### src/rtl/proc_bus_pkg.sv
// rtl/proc_bus_pkg.sv - shared processor bus types and constants
//
// Purpose: FSM state encoding for the memory bridge, bus direction
// encodings and the default bus widths shared with the processor top.
// Ports: none (package).
package proc_bus_pkg;

  localparam int DEF_AW = 8;
  localparam int DEF_DW = 16;
  localparam int DEF_BW = 8;

  localparam logic RW_READ  = 1'b1;
  localparam logic RW_WRITE = 1'b0;

  typedef enum logic [1:0] {
    LOAD  = 2'd0,
    START = 2'd1,
    RUN   = 2'd2
  } state_e;

endpackage

### src/rtl/mem_array.sv
// rtl/mem_array.sv - single-port synchronous write-first RAM
//
// Purpose: 2**AW x DW storage with a registered read port.
// Ports:
//   clk    in   clock, rising edge
//   clr    in   async active-low reset (read register only, not contents)
//   we     in   write enable
//   re     in   read enable; when low, rdata holds its value
//   addr   in   AW  word address
//   wdata  in   DW  write data
//   rdata  out  DW  registered read data
module mem_array
  import proc_bus_pkg::*;
#(
  parameter int AW = DEF_AW,
  parameter int DW = DEF_DW
) (
  input  logic          clk,
  input  logic          clr,
  input  logic          we,
  input  logic          re,
  input  logic [AW-1:0] addr,
  input  logic [DW-1:0] wdata,
  output logic [DW-1:0] rdata
);

  logic [DW-1:0] mem [2**AW];
  logic [DW-1:0] rdata_q;
  logic [DW-1:0] rdata_d;

  // Contents are deliberately not reset so a partial reload keeps old data.
  always_ff @(posedge clk) begin
    if (we) begin
      mem[addr] <= wdata;
    end
  end

  // Write-first: a write in the same cycle as an enabled read returns the
  // new word rather than the old contents.
  always_comb begin
    rdata_d = rdata_q;
    if (re) begin
      rdata_d = we ? wdata : mem[addr];
    end
  end

  always_ff @(posedge clk or negedge clr) begin
    if (!clr) begin
      rdata_q <= '0;
    end else begin
      rdata_q <= rdata_d;
    end
  end

  assign rdata = rdata_q;

endmodule

### src/rtl/proc_mem_bridge.sv
// rtl/proc_mem_bridge.sv - boot loader and memory stage for the processor bus
//
// Purpose: holds the processor in reset while a program image is streamed
// into memory over the load port, then releases the processor and serves
// its reads/writes with one-cycle read latency.
// Ports:
//   clk       in   clock, rising edge
//   clr       in   async active-low reset
//   adrs      in   AW  processor address
//   rw        in   processor direction (1 read, 0 write)
//   dout      in   BW  processor store data
//   din       out  DW  registered read data to processor
//   cpu_clr   out  active-low reset to processor
//   ld_valid  in   load word offered
//   ld_ready  out  load word accepted
//   ld_data   in   DW  load word
//   ld_last   in   final load word marker
//   ld_done   out  high once RUN is reached
module proc_mem_bridge
  import proc_bus_pkg::*;
#(
  parameter int AW      = DEF_AW,
  parameter int DW      = DEF_DW,
  parameter int BW      = DEF_BW,
  parameter bit LOAD_EN = 1'b1
) (
  input  logic          clk,
  input  logic          clr,
  input  logic [AW-1:0] adrs,
  input  logic          rw,
  input  logic [BW-1:0] dout,
  output logic [DW-1:0] din,
  output logic          cpu_clr,
  input  logic          ld_valid,
  output logic          ld_ready,
  input  logic [DW-1:0] ld_data,
  input  logic          ld_last,
  output logic          ld_done
);

  localparam logic [AW-1:0] PTR_MAX     = '1;
  localparam state_e        RESET_STATE = LOAD_EN ? LOAD : START;

  state_e        state_q, state_d;
  logic [AW-1:0] ptr_q, ptr_d;
  logic          ld_ready_q, ld_ready_d;
  logic          cpu_clr_q, cpu_clr_d;
  logic          ld_done_q, ld_done_d;

  logic          ld_xfer;
  logic          run;
  logic          mem_we;
  logic          mem_re;
  logic [AW-1:0] mem_addr;
  logic [DW-1:0] mem_wdata;

  assign run     = (state_q == RUN);
  assign ld_xfer = (state_q == LOAD) && ld_valid && ld_ready_q;

  always_comb begin
    state_d = state_q;
    ptr_d   = ptr_q;
    case (state_q)
      LOAD: begin
        if (ld_xfer) begin
          // The image ends on ld_last or when the store is full; either way
          // the pointer is left at 0 for the next boot.
          if (ld_last || (ptr_q == PTR_MAX)) begin
            state_d = START;
            ptr_d   = '0;
          end else begin
            ptr_d = ptr_q + 1'b1;
          end
        end
      end
      START:   state_d = RUN;
      RUN:     state_d = RUN;
      default: state_d = RESET_STATE;
    endcase

    // ld_ready looks ahead so it drops on the edge that takes the last word
    // and no extra word can slip in.
    ld_ready_d = (state_d == LOAD);
    // cpu_clr/ld_done follow the current state, so the processor leaves
    // reset one cycle after the bridge itself is in RUN.
    cpu_clr_d  = run;
    ld_done_d  = run;
  end

  // Single memory port: processor owns it in RUN, load port otherwise.
  // Only processor accesses update the read register, so din holds its
  // value through LOAD and START.
  always_comb begin
    mem_we    = 1'b0;
    mem_re    = 1'b0;
    mem_addr  = ptr_q;
    mem_wdata = ld_data;
    if (run) begin
      mem_addr  = adrs;
      mem_re    = 1'b1;
      mem_we    = (rw == RW_WRITE);
      mem_wdata = DW'(dout);
    end else if (ld_xfer) begin
      mem_we = 1'b1;
    end
  end

  always_ff @(posedge clk or negedge clr) begin
    if (!clr) begin
      state_q    <= RESET_STATE;
      ptr_q      <= '0;
      ld_ready_q <= 1'b0;
      cpu_clr_q  <= 1'b0;
      ld_done_q  <= 1'b0;
    end else begin
      state_q    <= state_d;
      ptr_q      <= ptr_d;
      ld_ready_q <= ld_ready_d;
      cpu_clr_q  <= cpu_clr_d;
      ld_done_q  <= ld_done_d;
    end
  end

  mem_array #(
    .AW(AW),
    .DW(DW)
  ) u_mem (
    .clk  (clk),
    .clr  (clr),
    .we   (mem_we),
    .re   (mem_re),
    .addr (mem_addr),
    .wdata(mem_wdata),
    .rdata(din)
  );

  assign ld_ready = ld_ready_q;
  assign cpu_clr  = cpu_clr_q;
  assign ld_done  = ld_done_q;

endmodule

### config.mk
export PLATFORM = sky130hd
export DESIGN_NAME = proc_mem_bridge
export DESIGN_NICKNAME = d
export VERILOG_FILES = /design/src/rtl/proc_bus_pkg.sv /design/src/rtl/mem_array.sv /design/src/rtl/proc_mem_bridge.sv
export SDC_FILE = /design/constraint.sdc
export NUM_CORES = 2
export LEC_CHECK = 0
export ABC_CLOCK_PERIOD_IN_PS = 8980
export BUFFER_PORTS_ARGS = -buffer_cell sky130_fd_sc_hd__buf_4
export CAP_MARGIN = 10
export CORE_ASPECT_RATIO = 1.4
export CORE_MARGIN = 2
export CORE_UTILIZATION = 57
export CTS_CLUSTER_SIZE = 8
export DETAILED_ROUTE_END_ITERATION = 16
export PLACE_DENSITY = 0.81
export SYNTH_ARGS = -nofsm -noshare
export SYNTH_HDL_FRONTEND = slang
export SYNTH_SLANG_ARGS = --single-unit
### constraint.sdc
create_clock -name clk -period 8.98 [get_ports clk]
set_clock_uncertainty 0.1 [all_clocks]
set_input_delay 0 -clock clk [delete_from_list [all_inputs] [get_ports clk]]
set_output_delay 0 -clock clk [all_outputs]
set_load 0.005 [all_outputs]
==> impl_summary.txt <==
----------------------------------------------------
[Route]
  Routed length per instance ... 41.58 um
  Antenna Nets Post-Route ... 0
  Residual DRC count ... 0
  Pre-antenna DRT Iters ... 17
  Ratio of routed vias to standard cells ... 7.593
  Via total after detailed routing ... 88320
  Routed wire length ... 483700 um
  Number of DRC violations after detailed-routing iteration 0 ... 16730

[Finish]
  Fin nets ... 7851
  Commonest cells after routing, fill and taps aside ... 4096 x edfxtp_1, 888 x mux4_2, 598 x clkbuf_16
  Filler instances ... 15540
  Fraction of layout cells with a size suffix above 1 ... 26.10%
  Commonest non-fill, non-tap cell in the layout ... edfxtp_1
  Layout overhead on the synthesized area ... 14.77%
  Multi-input gate area in the final layout ... 31860 um^2
  Reg area ... 123700 um^2

[Clocking]
  CTS buffer count ... 589
  Clk slew on worst S/H paths ... 0.05 ns
  Number of gates given a new drive strength after cts ... 0
  Clock insertion delay at the later pin of the skew report ... 0.97 ns
  CTS Buffer Depth ... 4
  TritonCTS clock tree ... built
  H-Tree Level Count ... 6
  Sinks on the clock net ... 4124
  Clock tree root buffer cell ... clkbuf_16

[Yosys]
  Biggest area consumer among synthesized cells ... edfxtp_1
  Post-synthesis cell count ... 7163
  Average cell area after synthesis ... 21.94 um^2
  Post-synth top flop ... edfxtp_1
  Proportion of register bits with asynchronous set or reset after synthesis ... 0.6790%
  Netlist area before placement ... 157200 um^2
  Largest cells by area after synthesis ... edfxtp_1 78%, mux4_2 13%, a22oi_1 1.9%, mux2i_1 1.7%, a21oi_1 0.81%
  Sequential fraction of the synthesis area ... 78.71%
  Cell variety after synth ... 59
  Number of flops mapped to enable cells by yosys ... 4096
  Number of nets in the synthesized netlist ... 7203
  Number of warnings reported in the yosys synthesis log ... 0
  Portion of synthesized cell area occupied by the leading cell type ... 78.27%
  Post-synthesis register bit count ... 4124

[Outcome]
  Failing checks ... negative hold slack, max-capacitance violations, max-slew violations
  Status ... complete, but fails checks

[Floorplanning]
  Starting density of the core ... 57.15%
  Die Width ... 447.8 um
  Vert. Die Dim ... 625.3 um
  Row count ... 228
  Die area ... 280000 um^2
  Number of placed I/O pins ... 56
  Core box area ... 275000 um^2

[GRT]
  Maximum number of pins on one net before global-route repair ... 257
  Antenna violations before repair ... 38
  Via count of the first global-routing pass ... 89550
  Wire length of the first global-routing pass ... 675900 um
  GR Overflow Total ... 0
  Overall track demand over capacity in global routing ... 34.38%

[Timing]
  Number of pins exceeding their max-slew limit in the final report ... 85
  Final count of hold timing violations ... 22
  Final setup violation count ... 0
  Max Clock Freq ... 135.9 MHz
  Final hold slack ... -0.06873 ns
  Tcrit/Tclk final ... 81.96%
  RSZ-0062 raised after global routing ... false
  Transition time at the pin with the least slew margin ... 1.683 ns
  Post-layout minimum cycle time ... 7.360 ns
  Setup slack after layout ... 1.620 ns
  Headroom to the max-slew limit ... -12.23%
  Setup TNS ... 0 ns

[Worst setup path]
  Data arrival time of the critical path ... 8.08 ns
  Kind of start point of the critical path ... register
  Worst EP required ... 9.70 ns
  Crit Path Class ... register to register
  Critical path peak fanout ... 79
  Worst Setup End Kind ... register

[Place]
  Last weighted congestion value of the routability-driven placer ... 0.8989
  Half-perimeter wire length of the detailed placement result ... 232400 um
  Worst-case setup slack after placement ... 2.572 ns
  I/O Buffers ... 55

[Job]
  Max-Cap Viols ... 3

[Power]
  PD cells ... 333.8 nW/um^2
  Static Leak ... 56.77 nW
  Maximum vdd ir drop ... 0.4468 mV

[Hold path]
  Path class of the lowest-slack min-delay path ... primary input to register

----------------------------------------------------
metrics by stage:
step           utilization [%]  hold WS, ns  cells  cell area (um^2)  power [mW]
6_report                 65.59     -0.06873  11630            180400       60.21
3_5_place_dp             59.53      -0.1141  10840            163700       39.01
5_1_grt                  65.58     0.009202  11620            180300       60.93
2_1_floorplan                -      -0.3956   7163            157200       33.96
4_1_cts                  65.51     0.009476  11600            180200       59.34
3_3_place_gp             59.50      -0.1169  10830            163600       38.51
registers in the layout, summed over array words and instances, names as in the netlist:
register	count
ld_done	1
ld_ready	1
ptr_q	8
state_q	2
u_mem.mem	4096
u_mem.rdata	16
layout make-up:
type                       instances  area share, %
multi-input combinational       2593          17.67
antenna                           20        0.02775
sequential                      4124          68.58
timing repair buffer             498          2.349
clock inverter                    43         0.3684
clock buffer                     669          8.444
tap                             3680          2.553
inverter                           5        0.01041
synth_stat cells, types with 12 or more instances:
library cell,count
nand2_1,125
buf_6,31
nor2_1,241
a41oi_1,12
dfrtp_1,28
buf_2,150
a22oi_1,404
o41ai_1,49
buf_4,45
buf_1,47
nor3_1,42
nor4_1,25
clkbuf_1,168
o21ai_0,14
o22ai_1,135
edfxtp_1,4096
nand4_1,12
a21oi_1,255
nand3_1,21
mux4_2,888
mux2i_1,262
metal layers:
metal,vias up,part of all wire (%),track usage [%]
li1,31500,-,-
met1,44420,29,40.03
met2,9870,47,53.35
met3,2486,14,10.39
met4,40,10,27.15
met5,-,0.13,0.06977
critical path, cell delays in order, from the launching register on:
cell and delay, ns:
dfrtp_1 0.39, inv_1 0.14, ha_4 0.40, buf_4 0.75, mux2_8 0.91, buf_4 0.67, buf_4 0.72, mux4_2 0.41
a22oi_1 0.17, a21oi_1 0.23, o41ai_1 1.34, a31oi_1 0.21, dlygate4sd3_1 0.65
power breakdown:
group          internal, mW  total (mW)  switching [mW]
clock network          11.9        20.0            8.11
registers              23.3        23.5           0.164
logic                  5.62        16.7            11.1
total                  40.8        60.2            19.4
what timing repair did:
action	in CTS	in global routing
hold endpoints to repair	762	64
hold buffers	53	1
buffers inserted	0	0
final timing paths:
kind                                        startpoint                     endpoint  cells past startpoint  slack, ns
max in group asynchronous                          clr   u_mem.rdata[4]$_DFFE_PN0N_                      4       8.36
min                                         ld_data[7]  u_mem.mem[234][7]$_DFFE_PP_                      2      -0.07
min reg2reg                u_mem.rdata[10]$_DFFE_PN0N_  u_mem.rdata[10]$_DFFE_PN0N_                      1       0.44
max                               state_q[0]$_DFF_PN0_   u_mem.rdata[7]$_DFFE_PN0N_                     12       1.62
max reg2reg                       state_q[0]$_DFF_PN0_   u_mem.rdata[7]$_DFFE_PN0N_                     12       1.62
min in group asynchronous                          clr   u_mem.rdata[6]$_DFFE_PN0N_                      4       0.14
logic make-up after synthesis:
kind of cell | after synthesis | synth area share (%)
multiplexers | 1161 | 14.48
buffers and inverters | 446 | 1.440
AO/OA/AOI/OAI | 924 | 3.947
XOR/XNOR | 3 | 0.01672
flip-flops | 4124 | 78.71
AND/OR/NAND/NOR | 502 | 1.381
adder cells (fa/ha/maj) | 3 | 0.02389
No activity file was read; power rests on OpenSTA's default activity.
